$ cat config.mk
export PLATFORM = sky130hd
export DESIGN_NAME = ps2_keyboard
export DESIGN_NICKNAME = d
export VERILOG_FILES = /design/src/rtl/ps2_pkg.sv /design/src/rtl/ps2_scancode_lut.sv /design/src/rtl/ps2_keyboard.sv
export SDC_FILE = /design/constraint.sdc
export NUM_CORES = 1
export LEC_CHECK = 0
export BUFFER_PORTS_ARGS = -buffer_cell sky130_fd_sc_hd__buf_2
export CORE_ASPECT_RATIO = 2
export CORE_MARGIN = 2
export CORE_UTILIZATION = 35
export CTS_CLUSTER_DIAMETER = 120
export DETAILED_ROUTE_END_ITERATION = 10
export GPL_TIMING_DRIVEN = 0
export PLACE_DENSITY = 0.63
export REMOVE_ABC_BUFFERS = 1
export SYNTH_ARGS = -nofsm -noshare
export SYNTH_HDL_FRONTEND = slang
export SYNTH_HIERARCHICAL = 1
export SYNTH_SLANG_ARGS = --single-unit
export TNS_END_PERCENT = 30
$ cat constraint.sdc
create_clock -name px_clk -period 2.9 [get_ports px_clk]
set_clock_uncertainty 0.1 [all_clocks]
set_input_delay 0.87 -clock px_clk [delete_from_list [all_inputs] [get_ports px_clk]]
set_output_delay 0.87 -clock px_clk [all_outputs]
set_load 0.05 [all_outputs]
$ cat src/rtl/ps2_pkg.sv
// Shared types and constants for the PS/2 keyboard receiver and scancode decoder.
package ps2_pkg;

  typedef enum logic [1:0] {StIdle, StExt, StBrk, StExtBrk} dec_state_e;

  // Prefix and modifier scancodes (set 2)
  localparam logic [7:0] ScExt    = 8'hE0;
  localparam logic [7:0] ScBrk    = 8'hF0;
  localparam logic [7:0] ScLshift = 8'h12;
  localparam logic [7:0] ScRshift = 8'h59;
  localparam logic [7:0] ScCtrl   = 8'h14;

  // Extended arrow scancodes
  localparam logic [7:0] ScUp    = 8'h75;
  localparam logic [7:0] ScDown  = 8'h72;
  localparam logic [7:0] ScRight = 8'h74;
  localparam logic [7:0] ScLeft  = 8'h6B;

  // Output codes for arrows and control keys
  localparam logic [7:0] KeyUp    = 8'h80;
  localparam logic [7:0] KeyDown  = 8'h81;
  localparam logic [7:0] KeyRight = 8'h82;
  localparam logic [7:0] KeyLeft  = 8'h83;
  localparam logic [7:0] KeyBs    = 8'h08;
  localparam logic [7:0] KeyTab   = 8'h09;
  localparam logic [7:0] KeyEnter = 8'h0D;
  localparam logic [7:0] KeyEsc   = 8'h1B;
  localparam logic [7:0] KeySpace = 8'h20;

endpackage

$ cat src/rtl/ps2_scancode_lut.sv
// US-layout scancode (set 2) to character translation; purely combinational.
module ps2_scancode_lut
  import ps2_pkg::*;
(
  input  logic [7:0] scancode,
  input  logic       shift,
  input  logic       ctrl,
  input  logic       ext,
  output logic [7:0] code,
  output logic       hit
);

  logic [15:0] lh;  // {unshifted, shifted}
  logic        tbl_hit;
  logic [7:0]  lo, hi;

  always_comb begin
    lh      = '0;
    tbl_hit = 1'b1;
    unique case (scancode)
      8'h1C: lh = "aA";  8'h32: lh = "bB";  8'h21: lh = "cC";  8'h23: lh = "dD";
      8'h24: lh = "eE";  8'h2B: lh = "fF";  8'h34: lh = "gG";  8'h33: lh = "hH";
      8'h43: lh = "iI";  8'h3B: lh = "jJ";  8'h42: lh = "kK";  8'h4B: lh = "lL";
      8'h3A: lh = "mM";  8'h31: lh = "nN";  8'h44: lh = "oO";  8'h4D: lh = "pP";
      8'h15: lh = "qQ";  8'h2D: lh = "rR";  8'h1B: lh = "sS";  8'h2C: lh = "tT";
      8'h3C: lh = "uU";  8'h2A: lh = "vV";  8'h1D: lh = "wW";  8'h22: lh = "xX";
      8'h35: lh = "yY";  8'h1A: lh = "zZ";
      8'h16: lh = "1!";  8'h1E: lh = "2@";  8'h26: lh = "3#";  8'h25: lh = "4$";
      8'h2E: lh = "5%";  8'h36: lh = "6^";  8'h3D: lh = "7&";  8'h3E: lh = "8*";
      8'h46: lh = "9(";  8'h45: lh = "0)";
      8'h0E: lh = "`~";  8'h4E: lh = "-_";  8'h55: lh = "=+";  8'h54: lh = "[{";
      8'h5B: lh = "]}";  8'h5D: lh = "\\|"; 8'h4C: lh = ";:";  8'h52: lh = "'\"";
      8'h41: lh = ",<";  8'h49: lh = ".>";  8'h4A: lh = "/?";
      8'h29: lh = {KeySpace, KeySpace};
      8'h66: lh = {KeyBs, KeyBs};
      8'h5A: lh = {KeyEnter, KeyEnter};
      8'h0D: lh = {KeyTab, KeyTab};
      8'h76: lh = {KeyEsc, KeyEsc};
      default: tbl_hit = 1'b0;
    endcase
  end

  assign lo = lh[15:8];
  assign hi = lh[7:0];

  always_comb begin
    code = '0;
    hit  = 1'b0;
    if (ext) begin
      hit = 1'b1;
      unique case (scancode)
        ScUp:    code = KeyUp;
        ScDown:  code = KeyDown;
        ScRight: code = KeyRight;
        ScLeft:  code = KeyLeft;
        default: hit = 1'b0;
      endcase
    end else if (tbl_hit) begin
      hit = 1'b1;
      // Ctrl folds letters onto 0x01..0x1A and overrides shift
      if (ctrl && lo >= "a" && lo <= "z") code = lo - 8'h60;
      else                                code = shift ? hi : lo;
    end
  end

endmodule

$ cat src/rtl/ps2_keyboard.sv
// PS/2 keyboard receiver, scancode decoder and output queue, all on px_clk.
// Build macro PS2_PARITY_CHECK_EN enables odd-parity checking of received frames.
module ps2_keyboard
  import ps2_pkg::*;
#(
  parameter int unsigned FIFO_DEPTH     = 4,
  parameter int unsigned SYNC_STAGES    = 2,
  parameter int unsigned TIMEOUT_CYCLES = 20000
) (
  input  logic       px_clk,
  input  logic       clr,
  input  logic       ps2_clk,
  input  logic       ps2_data,
  output logic [7:0] key_data,
  output logic       key_valid,
  input  logic       key_ready,
  output logic       frame_err,
  output logic       overflow
);

  localparam int unsigned PtrW = $clog2(FIFO_DEPTH);
  localparam int unsigned TmrW = $clog2(TIMEOUT_CYCLES + 1);

  // Synchronisers idle high, matching the bus idle state
  logic [SYNC_STAGES-1:0] clk_sync_q, data_sync_q;
  logic clk_s, data_s, clk_prev_q, fall;

  always_ff @(posedge px_clk or posedge clr) begin
    if (clr) begin
      clk_sync_q  <= '1;
      data_sync_q <= '1;
      clk_prev_q  <= 1'b1;
    end else begin
      clk_sync_q  <= {clk_sync_q[SYNC_STAGES-2:0], ps2_clk};
      data_sync_q <= {data_sync_q[SYNC_STAGES-2:0], ps2_data};
      clk_prev_q  <= clk_s;
    end
  end

  assign clk_s  = clk_sync_q[SYNC_STAGES-1];
  assign data_s = data_sync_q[SYNC_STAGES-1];
  assign fall   = clk_prev_q & ~clk_s;

  // Receiver: shift_q holds {parity, data[7:0], start} once ten bits are in
  logic [3:0]      bit_cnt_q, bit_cnt_d;
  logic [9:0]      shift_q, shift_d;
  logic [TmrW-1:0] tmr_q, tmr_d;
  logic [7:0]      rx_byte_q, rx_byte_d;
  logic            rx_valid_q, rx_valid_d;
  logic            frame_err_q, frame_err_d;
  logic            frame_ok;

`ifdef PS2_PARITY_CHECK_EN
  assign frame_ok = ~shift_q[0] & data_s & (^shift_q[9:1]);
`else
  logic unused_parity;
  assign unused_parity = shift_q[9];
  assign frame_ok      = ~shift_q[0] & data_s;
`endif

  always_comb begin
    bit_cnt_d   = bit_cnt_q;
    shift_d     = shift_q;
    tmr_d       = '0;
    rx_byte_d   = rx_byte_q;
    rx_valid_d  = 1'b0;
    frame_err_d = 1'b0;
    if (fall) begin
      if (bit_cnt_q == 4'd10) begin
        bit_cnt_d = '0;
        if (frame_ok) begin
          rx_valid_d = 1'b1;
          rx_byte_d  = shift_q[8:1];
        end else begin
          frame_err_d = 1'b1;
        end
      end else begin
        bit_cnt_d = bit_cnt_q + 4'd1;
        shift_d   = {data_s, shift_q[9:1]};
      end
    end else if (bit_cnt_q != '0) begin
      if (tmr_q == TmrW'(TIMEOUT_CYCLES - 1)) begin
        bit_cnt_d   = '0;
        frame_err_d = 1'b1;
      end else begin
        tmr_d = tmr_q + 1'b1;
      end
    end
  end

  always_ff @(posedge px_clk or posedge clr) begin
    if (clr) begin
      bit_cnt_q   <= '0;
      shift_q     <= '0;
      tmr_q       <= '0;
      rx_byte_q   <= '0;
      rx_valid_q  <= 1'b0;
      frame_err_q <= 1'b0;
    end else begin
      bit_cnt_q   <= bit_cnt_d;
      shift_q     <= shift_d;
      tmr_q       <= tmr_d;
      rx_byte_q   <= rx_byte_d;
      rx_valid_q  <= rx_valid_d;
      frame_err_q <= frame_err_d;
    end
  end

  assign frame_err = frame_err_q;

  // Decoder: prefix FSM, modifier tracking and translation into push_q/push_code_q
  dec_state_e state_q, state_d;
  logic       lshift_q, lshift_d, rshift_q, rshift_d, ctrl_q, ctrl_d;
  logic       push_q, push_d;
  logic [7:0] push_code_q, push_code_d;
  logic       is_make, is_brk, is_ext, lut_hit;
  logic [7:0] lut_code;

  assign is_ext = (state_q == StExt) || (state_q == StExtBrk);

  ps2_scancode_lut u_lut (
    .scancode (rx_byte_q),
    .shift    (lshift_q | rshift_q),
    .ctrl     (ctrl_q),
    .ext      (is_ext),
    .code     (lut_code),
    .hit      (lut_hit)
  );

  always_comb begin
    state_d     = state_q;
    lshift_d    = lshift_q;
    rshift_d    = rshift_q;
    ctrl_d      = ctrl_q;
    push_d      = 1'b0;
    push_code_d = push_code_q;
    is_make     = 1'b0;
    is_brk      = 1'b0;
    if (rx_valid_q) begin
      unique case (state_q)
        StIdle: begin
          if (rx_byte_q == ScExt)      state_d = StExt;
          else if (rx_byte_q == ScBrk) state_d = StBrk;
          else                         is_make = 1'b1;
        end
        StExt: begin
          if (rx_byte_q == ScBrk) state_d = StExtBrk;
          else begin
            is_make = 1'b1;
            state_d = StIdle;
          end
        end
        default: begin
          is_brk  = 1'b1;
          state_d = StIdle;
        end
      endcase
    end
    if (is_make || is_brk) begin
      if (!is_ext && rx_byte_q == ScLshift)      lshift_d = is_make;
      else if (!is_ext && rx_byte_q == ScRshift) rshift_d = is_make;
      else if (rx_byte_q == ScCtrl)              ctrl_d   = is_make;
      else if (is_make && lut_hit) begin
        push_d      = 1'b1;
        push_code_d = lut_code;
      end
    end
  end

  always_ff @(posedge px_clk or posedge clr) begin
    if (clr) begin
      state_q     <= StIdle;
      lshift_q    <= 1'b0;
      rshift_q    <= 1'b0;
      ctrl_q      <= 1'b0;
      push_q      <= 1'b0;
      push_code_q <= '0;
    end else begin
      state_q     <= state_d;
      lshift_q    <= lshift_d;
      rshift_q    <= rshift_d;
      ctrl_q      <= ctrl_d;
      push_q      <= push_d;
      push_code_q <= push_code_d;
    end
  end

  // Output queue; pointers carry an extra wrap bit to tell full from empty
  logic [7:0]  mem_q [FIFO_DEPTH];
  logic [PtrW:0] wr_ptr_q, rd_ptr_q;
  logic        full, pop, do_push, overflow_q;

  assign key_valid = (wr_ptr_q != rd_ptr_q);
  assign full      = (wr_ptr_q[PtrW] != rd_ptr_q[PtrW]) &&
                     (wr_ptr_q[PtrW-1:0] == rd_ptr_q[PtrW-1:0]);
  assign pop       = key_valid & key_ready;
  assign do_push   = push_q & (~full | pop);
  assign key_data  = key_valid ? mem_q[rd_ptr_q[PtrW-1:0]] : 8'h00;
  assign overflow  = overflow_q;

  always_ff @(posedge px_clk) begin
    if (do_push) mem_q[wr_ptr_q[PtrW-1:0]] <= push_code_q;
  end

  always_ff @(posedge px_clk or posedge clr) begin
    if (clr) begin
      wr_ptr_q   <= '0;
      rd_ptr_q   <= '0;
      overflow_q <= 1'b0;
    end else begin
      if (do_push) wr_ptr_q <= wr_ptr_q + 1'b1;
      if (pop)     rd_ptr_q <= rd_ptr_q + 1'b1;
      overflow_q <= push_q & full & ~pop;
    end
  end

endmodule

# After elaboration in Yosys (flattened, before gate mapping)
# Memories as Yosys holds them, arrays and structs flattened.
# Cells that the tools add are included.
# classes
n_shift	0
div	0
n_mux	43
n_reduce_logical	24
n_lt_le_gt_ge	2
n_eq_ne	69
n_addsub	5
n_bitwise	16
multipliers	0
# op_table
operator	count
$pmux W15 S52	1
$eq A8 B7 Y1 const B	25
$eq A8 B6 Y1 const B	23
$eq A8 B5 Y1 const B	9
$reduce_or A52 Y1	1
$mux W15	3
$mux W8	5
$pmux W8 S4	1
$mux W1	24
$eq A8 B4 Y1 const B	2
$eq A8 B8 Y1 const B	2
$mux W4	4
$add A15 B1 Y15 const B	1
$eq A15 B15 Y1 const B	1
$not A1 Y1	8
$reduce_and A2 Y1	4
$sub A7 B7 Y8 const B	1
$ge A7 B7 Y1 const B	1
$le A7 B7 Y1 const B	1
$add A3 B1 Y3 const B	2
$and A1 B1 Y1	6
$logic_and A1 B1 Y1	6
$mux W2	3
$reduce_and A3 Y1	2
other kinds (20)	23
# totals
mem_count	1
ff_bits	65
elab_cells	178
out_inout_bits	11
latch_bits	0
mem_bits_ro	0
in_bits	5
mem_bits_rw	32
# mem_list
memory	words	word_bits	rd	rd_ports_with_merged_regs	wr	line_no	rtl
mem_q	4	8	1	0	1	ps2_keyboard.sv:189	logic [7:0] mem_q [FIFO_DEPTH];

# Logic depth before layout (Yosys ltp)
# Gate-level depths: netlist of run 1.
# logic_depth
ltp_word	11
depth_mapped	14
ltp_nobuf	11

# Hierarchy
# The synthesis of run 1 kept the hierarchy.
# by_module_without_submodules
mod	seq_area_each_um2	instances	area_each_um2	cells_per_inst
ps2_keyboard	2593.7	1	4137.7	319
ps2_scancode_lut	0.0	1	1769.2	259

# Worst setup path after synthesis of run 1
# Ideal clock, no wire load.
# synth_timing
kind	register -> register
from	register rx_byte_q[5]
to	register push_code_q[0]
stages_incl_launch_ff	15
arrival_time_ps	2780
t_required_ps	2675
synth_period_minus_slack_ps	3005
n_path_buf	3
slack_ps	-105
setup_ps	125
cell_sequence	dfrtp_1 -> buf_4 -> nor4b_1 -> buf_2 -> nand2_1 -> a21oi_1 -> nor4_2 -> a21boi_1 -> a41o_1 -> buf_2 -> nand2_1 -> nand3b_1 -> a31oi_1 -> nand4_2 -> mux2_2
# synth_between
elab_cells_between_ends	90
cone_classes	add/sub (1); order compare (2); eq/ne (61); mux (14); bitwise (3); reduce/logical (9)
# synth_rtl
item	line_no	rtl
start: declaration	ps2_keyboard.sv:48	logic [7:0] rx_byte_q, rx_byte_d;
start signal: assignment	ps2_keyboard.sv:103	rx_byte_q <= rx_byte_d;
$eq A8 B5 Y1, or another cell as far along	ps2_scancode_lut.sv:20	unique case (scancode)
$reduce_or A52 Y1 (no line)	-	
$mux W1	ps2_scancode_lut.sv:20	
$mux W1	ps2_scancode_lut.sv:58	end else if (tbl_hit) begin
$mux W1 (*)	ps2_scancode_lut.sv:49	if (ext) begin
net lut_hit	ps2_keyboard.sv:116	logic is_make, is_brk, is_ext, lut_hit;
$logic_and A1 B1 Y1 (*)	ps2_keyboard.sv:163	else if (is_make && lut_hit) begin
$reduce_and A5 Y1 (no line) (*)	-	
end signal: assignment	ps2_keyboard.sv:184	push_code_q <= push_code_d;
end: declaration	ps2_keyboard.sv:115	logic [7:0] push_code_q, push_code_d;
# The timed path passes the listed nets; every way through them passes the cells marked *.
# A chain may end at the register's enable or synchronous reset.

# Final worst setup path of run 1
# layout_timing
from	register rx_byte_q[2]
to	register push_code_q[6]
# layout_between
elab_chain_len	8
elab_cells_between_ends	89
cone_classes	add/sub (1); order compare (2); eq/ne (61); mux (13); bitwise (3); reduce/logical (9)
# layout_lines
item	line_no	rtl
$eq A8 B7 Y1, or another cell as far along	ps2_scancode_lut.sv:20	
$pmux W15 S52	ps2_scancode_lut.sv:20	
$ge A7 B7 Y1	ps2_scancode_lut.sv:61	if (ctrl && lo >= "a" && lo <= "z") code = lo - 8'h60;
$logic_and A1 B1 Y1 (2 in a row)	ps2_scancode_lut.sv:61	
$mux W8	ps2_scancode_lut.sv:61	
$mux W8 (*)	ps2_scancode_lut.sv:58	
$mux W8 (*)	ps2_scancode_lut.sv:49	
net lut_code[6]	ps2_keyboard.sv:117	logic [7:0] lut_code;
# Marks and branches as above.

==> results of run 1 <==
==> layout by cell type, fill, tap and decap left out, types with 9 or more instances in the layout <==
cell type / n
nand2_1: 61
dfrtp_1: 50
buf_4: 49
nor2_1: 35
edfxtp_1: 32
nand3_1: 22
a21oi_1: 21
inv_1: 21
o21ai_0: 18
mux2_2: 17
buf_2: 15
buf_6: 14
xor2_1: 12
and2_1: 12
ha_1: 10
nor2b_1: 9
xnor2_1: 9
nor3b_1: 9
clkbuf_16: 9
dfrtp_4: 9
==> report_power, final <==
part,leakage (nW),switching [W],internal [W]
Combinational,1.64,0.000559,0.000357
Clock,0.136,0.000533,0.000614
Sequential,1.06,0.000187,0.00153
Total,2.84,0.00128,0.00250
==> how the worst min path moves through the flow <==
stage              startpoint             end  slack [ns]  cells past startpoint
2_1_floorplan   clk_sync_q[0]   clk_sync_q[1]        0.25                      0
3_3_place_gp   data_sync_q[0]  data_sync_q[1]        0.25                      0
3_5_place_dp   data_sync_q[0]  data_sync_q[1]        0.25                      0
4_1_cts        data_sync_q[0]  data_sync_q[1]        0.26                      0
5_1_grt         clk_sync_q[0]   clk_sync_q[1]        0.26                      0
6_report       data_sync_q[0]  data_sync_q[1]        0.26                      0
==> logic make-up (layout without fill, tap and decap cells) <==
family / count (synthesis) / after routing / synth area share (%)
compound gates: 106 / 106 / 12.5
xor+xnor: 23 / 23 / 3.41
fa+ha+maj: 10 / 10 / 2.12
buf+inv: 61 / 121 / 5.53
flops: 97 / 97 / 43.9
mux: 28 / 28 / 6.84
simple gates: 253 / 255 / 25.7
==> worst reg2reg max path, delay by kind of cell (launching register included) <==
kind / cells / cell delay (ns)
AOI/OAI and AO/OA: 1 / 0.34
adders and majority gates: 1 / 0.31
buffers and inverters: 2 / 0.43
DFF: 1 / 0.48
muxes: 1 / 0.26
and+or+nand+nor: 6 / 1.22
==> state kept, by name (all words and copies together), names as in the netlist, 2 cells and up <==
register     flops
shift_q         10
wr_ptr_q         3
state_q          2
bit_cnt_q        4
clk_sync_q       2
rd_ptr_q         3
tmr_q           15
push_code_q      8
data_sync_q      2
rx_byte_q        8
mem_q           32
==> metrics by stage <==
step           instance area (um2)  worst slack (ns)  hold WS [ns]
2_1_floorplan                 5670             -1.63         0.245
3_3_place_gp                  6000             -3.35         0.247
3_5_place_dp                  6030             -1.80         0.249
4_1_cts                       7240            -0.235         0.259
5_1_grt                       7450            -0.480         0.263
6_report                      7450            -0.354         0.259
==> layout make-up <==
class                   count  area, um2  share of cell area, %
multi-input cells         422       3510                   47.2
clock inverters             6       50.0                  0.672
well taps                 207        259                   3.48
clock buffers              10        239                   3.21
repair buffers             82        671                   9.01
flip-flops and latches     97       2630                   35.3
inverters                  23       86.3                   1.16
==> what timing repair did <==
| item | 4_1_cts | 5_1_grt |
|---|---|---|
| hold buffers | 0 | 0 |
| setup endpoints to repair | 18 | 16 |
| gates resized for setup | 89 | 24 |
| gates cloned | 2 | 0 |
| pin swaps | 18 | 14 |
| setup buffers | 55 | 10 |
==> per-layer routing <==
metal  wire length [um]  vias up  share of wire, %
met5                  0        -                 0
met4               1760        0               9.8
met3               1210      159               6.7
met2               9380      309                52
met1               5640     2487                31
li1                   -     2252                 -
==> metrics.txt, run 1 <==
top post-synthesis cells by area=dfrtp_1 25%, edfxtp_1 16%, nand2_1 3.9%; TritonCTS clock tree=built; Top FF cell, synth=dfrtp_1; Rows=67; Worst setup SP type=register; Placed Cells=approximately 760; final slew viol count=0; crit end category=register; share of layout cells above drive strength 1=33.1%; CP max-delay cell=dfrtp_4; Crit Path Category=register to register; max-cap violations=0; Final setup violation count=9; CTS Buf Count=9; ant diodes=0; Cells after Synth=578; Yosys top cell by area=dfrtp_1; clk_lat worst skew=0.34 ns; Distinct cells, synth=83; worst-path fanout max=11; met2 Usage GRT=35.5%; VDD IR-drop max=about 0.00038 V; final hold vios=0; RSZ-0062 raised after global routing=true; Initial DRC Count=667; Area growth, synth to finish=26.1%; total global routing overflow=0; wire per inst=around 21 um; sequential fraction of the synthesis area=between 40 and 50%; number of global-route vias before repair=5,264; clk root buf=clkbuf_16; largest net degree at the start of global routing=37; via/cell ratio=6.15; routed wire length=18,000 um; Final nets=650; Power Total=0.00378 W; Clock Sinks=97; first-pass GRT wire length=between 20,000 and 30,000 um; Post-synth top cells=62 x nand2_1, 60 x dfrtp_1, 38 x nor2_1, 32 x edfxtp_1, 24 x nand3_1; Syn Area/Cell=10.2 um2; Final ANT Viol Nets=0; failing checks=setup timing; Final GP Congestion=roughly 0.97; setup total negative slack=-2.54 ns; Mapped Area=5910 um2; HPWL Detailed=10,300 um; FFs w/ async S/R, synth=67.0%; Worst setup startpoint=rx_byte_q[2]; fin crit period=~3.3 ns; Worst Setup EP=push_code_q[6]; reg-to-reg endpoint=push_code_q[6]; crit path buf inv count=2; CTS H-tree lvls=3; io pins=16; Power Dens Cells=507 nW/um2; Hold/Removal Path Class=register to register; Slew HR=between 40% and 50%; Non-Filler Instances=847; CP Data Arrival Time=~3.4 ns; Die X=95.9 um; Worst R2R Start=rx_byte_q[2]; Worst-Margin Slew=0.880 ns; fin crit share=112%; max frequency=0.307 GHz; Die ar.=18,000 um2; Worst path most repeated cell=buf_4; worst reg-to-reg path cell count=11; clock slew at reported path FFs=0.07 ns; Yosys warning count=6; 1st-pass router iterations=6; CP Depth=11; Die H=188 um; status=complete, but fails checks; DRC=0; global-route met1 utilization=between 10% and 20%; GRT met3 Usage=under 10%; slowest cell delay on critical path=0.48 ns; synthesis-stage register bit count=97; setup ws final=-0.354 ns; Top delay family on crit path=simple AND/OR/NAND/NOR gates; via count=around 5.2k; PortBufs=15; end-of-flow core utilization=around 45%; share of the synthesized area in the top cell type=25.4%; gr busiest metal=met2; most numerous cell in the Yosys netlist=nand2_1; worst reg2reg setup slack=-0.35 ns; CP cell instances=buf_4, and4b_1, o21ai_0, nand3_1, nor3_4, buf_4, nand4_1, ha_1, nor3_1, nor3_2, mux2_2; Clock Path Buffers=2; Fillers=between 1k and 1.5k; Overall Global Routing Usage=approximately a fifth; initial antenna violation count=0; Core Footprint=16,700 um2; EDFF count, synth=32; Initial Util=35.4%; P_leak=2.84 nW; Worst EP required=3.03 ns
No activity file was read; power rests on OpenSTA's default activity.
==> run 2: changes to the inputs <==
--- a/config.mk
+++ b/config.mk
@@ -5,17 +5,16 @@
 export SDC_FILE = /design/constraint.sdc
 export NUM_CORES = 1
 export LEC_CHECK = 0
-export BUFFER_PORTS_ARGS = -buffer_cell sky130_fd_sc_hd__buf_2
 export CORE_ASPECT_RATIO = 2
 export CORE_MARGIN = 2
 export CORE_UTILIZATION = 35
 export CTS_CLUSTER_DIAMETER = 120
 export DETAILED_ROUTE_END_ITERATION = 10
+export DONT_BUFFER_PORTS = 1
 export GPL_TIMING_DRIVEN = 0
-export PLACE_DENSITY = 0.63
+export PLACE_DENSITY = 0.62
 export REMOVE_ABC_BUFFERS = 1
 export SYNTH_ARGS = -nofsm -noshare
 export SYNTH_HDL_FRONTEND = slang
-export SYNTH_HIERARCHICAL = 1
 export SYNTH_SLANG_ARGS = --single-unit
 export TNS_END_PERCENT = 30
==> run 2 against run 1 <==
The run still ends with setup timing left. Area after synthesis is 1.5% lower. Sequential power is 6% lower. Non-clock buffer count down 17. Final area fell by 3.5%. Total power fell by 11%. Critical endpoint is now push_code_q[1].
==> metrics.txt, run 2 <==
CTS H-tree lvls=3; io pins=16; PortBufs=0; 1st-pass router iterations=8; slowest cell delay on critical path=0.51 ns; Initial DRC Count=630; clock slew at reported path FFs=approximately 0.08 ns; sequential fraction of the synthesis area=44.6%; Core Footprint=16,300 um2; initial antenna violation count=0; Largest register FFs=32; Non-Filler Instances=847; Area growth, synth to finish=23.5%; commonest non-fill, non-tap cells in the layout=80 x nand2_1, 51 x nor2_1, 50 x dfrtp_1, 50 x buf_4, 32 x edfxtp_1; DRC=0; Die ar.=approximately 18,000 um2; Die X=95.2 um; reg-to-reg endpoint=push_code_q[1]; max-cap violations=0; Power Dens Cells=470 nW/um2; Power Total=0.00338 W; clk root buf=clkbuf_16; Placed Cells=767; total global routing overflow=0; Final nets=653; ant diodes=0; RSZ-0062 raised after global routing=true; VDD IR-drop max=0.000345 V; setup total negative slack=-6.57 ns; CP Depth=12; Overall Global Routing Usage=22.7%; Clock Sinks=97; hold path depth=0; status=complete, but fails checks; Hold WS=~0.26 ns; Worst path most repeated cell=buf_8; Worst EP required=3.04 ns; Hold Startpoint=data_sync_q[0]; Int Pwr=0.00234 W; worst-path fanout max=18; sequential share of power=47.8%; CTS Hold Buffers Added=0; Yosys top cell by area=dfrtp_1; top post-synthesis cells by area=dfrtp_1 26%, edfxtp_1 17%, nand2_1 5.2%; fin crit period=3.82 ns; wire per inst=23.6 um; EDFF count, synth=32; met2 Usage GRT=between 40% and 50%; largest net degree at the start of global routing=44; Crit Path Category=register to register; Syn Area/Cell=between 9 and 10 um2; Worst R2R Start=rx_byte_q[2]; Cells after Synth=~600; clock share of power=35.1%; CP cell instances=buf_8, buf_8, and4b_1, a32o_1, a221oi_1, nand4b_1, nand2b_1, o41ai_4, o32ai_4, buf_6, nor2b_4, o311ai_1; Post-synth top cells=80 x nand2_1, 60 x dfrtp_1, 52 x nor2_1, 32 x edfxtp_1, 31 x o21ai_0; GRT met3 Usage=under 10%; max frequency=0.262 GHz; most numerous cell in the Yosys netlist=nand2_1; via count=between 5k and 6k; number of global-route vias before repair=5,158; final instance area=7190 um2; Top delay family on crit path=compound AO/OA/AOI/OAI gates; P_leak=2.85 nW; Distinct cells, synth=75; Slew HR=around 34%; combinational share of power=17.1%; CP max-delay cell=o41ai_4; post-placement cell area=5910 um2; Die H=around 190 um; Hold/Removal Path Class=register to register; Worst-Margin Slew=0.985 ns; share of layout cells above drive strength 1=26.6%; Hold EP=data_sync_q[1]; first-pass GRT wire length=29,700 um; crit end category=register; Worst setup SP type=register; HPWL Detailed=12,500 um; worst reg-to-reg path cell count=12; final slew viol count=0; setup ws final=-0.917 ns; Final ANT Viol Nets=0; final hold vios=0; worst reg2reg setup slack=-0.92 ns; crit path buf inv count=3; Mapped Area=5820 um2; Final setup violation count=8; failing checks=setup timing; routed wire length=20,000 um; Initial Util=~36%; TritonCTS clock tree=built; Yosys warning count=0; Final GP Congestion=roughly 1; via/cell ratio=6.06; synthesis-stage register bit count=97; Clock Path Buffers=2; gr busiest metal=met2; Switching Power=0.00104 W; Rows=66; CP Data Arrival Time=3.96 ns; switching share of total power=between 30% and 40%; FFs w/ async S/R, synth=67.0%; global-route met1 utilization=20.5%; share of the synthesized area in the top cell type=25.8%; Top FF cell, synth=dfrtp_1; CTS Buf Count=9; most common cell after layout, fill and taps aside=nand2_1; clk_lat worst skew=0.35 ns; fin crit share=132%
run 2: cell count changes in the layout (fill, tap and decap cells not counted), sizes merged, moves of 8 or more:
cell,delta
a21oi,-10
and2,-8
buf,-17
mux2,-12
nand2,+17
nand4,-8
nor2,+14
nor2b,+11
o21ai,+11
run 2: worst max-delay path by stage:
stage	start	end
CTS	rx_byte_q[7]	push_code_q[1]
detailed placement	rx_byte_q[4]	push_code_q[3]
global route	rx_byte_q[2]	push_code_q[1]
floorplan	rx_byte_q[4]	push_code_q[1]
finish	rx_byte_q[2]	push_code_q[1]
global placement	rx_byte_q[4]	push_code_q[3]
run 2: power groups by stage:
| stage | clock network, W | logic (W) | registers [W] |
|---|---|---|---|
| after global routing | 0.00127 | 0.000626 | 0.00162 |
| after global placement | 0 | 0.000353 | 0.00167 |
| after floorplan | 0 | 0.000278 | 0.00163 |
| after CTS | 0.00121 | 0.000503 | 0.00162 |
| final | 0.00119 | 0.000578 | 0.00161 |
| after detailed placement | 0 | 0.000371 | 0.00168 |
run 2: per-stage QoR:
stage | setup WS, ns | utilization [%]
after detailed placement | -2.29 | 36.3
final | -0.917 | 44.2
after global routing | -0.958 | 44.2
after floorplan | -1.01 | -
after global placement | -2.37 | 36.2
after CTS | -0.835 | 41.9
run 2: cells by family (layout without fill, tap and decap cells):
kind of cell | count (synthesis) | after routing | synth area share, %
AOI/OAI and AO/OA | 108 | 108 | 13.3
xor gates and xnor gates | 24 | 24 | 3.61
adders and majority gates | 10 | 10 | 2.15
buffers and inverters | 60 | 102 | 4.47
DFF | 97 | 97 | 44.6
muxes | 20 | 20 | 5.31
and+or+nand+nor | 282 | 282 | 26.6
run 2: area by class of cell:
class,count,area [um2]
multi-input combinational,444,3340
tap,204,255
clock buffer,9,225
sequential,97,2630
timing repair buffer,65,584
clock inverter,7,76.3
inverter,21,81.3
fill,1468,9080
run 2: layer usage:
layer	up-vias	part of all wire, %
met5	-	0
met3	127	5.7
li1	2267	-
met2	298	54
met4	0	9.8
met1	2442	30
run 2: timing repair:
action                     4_1_cts  5_1_grt
pin swaps                       18       23
setup endpoints to repair       21       18
hold endpoints to repair         0        0
setup buffers                   39       26
gates resized for setup         67       43
run 2: worst reg2reg max path, delay by kind of cell, from the launching register on:
kind	cells	cell delay (ns)
AOI/OAI and AO/OA	5	1.49
buffers and inverters	3	0.50
DFF	1	0.49
and+or+nand+nor	4	1.11
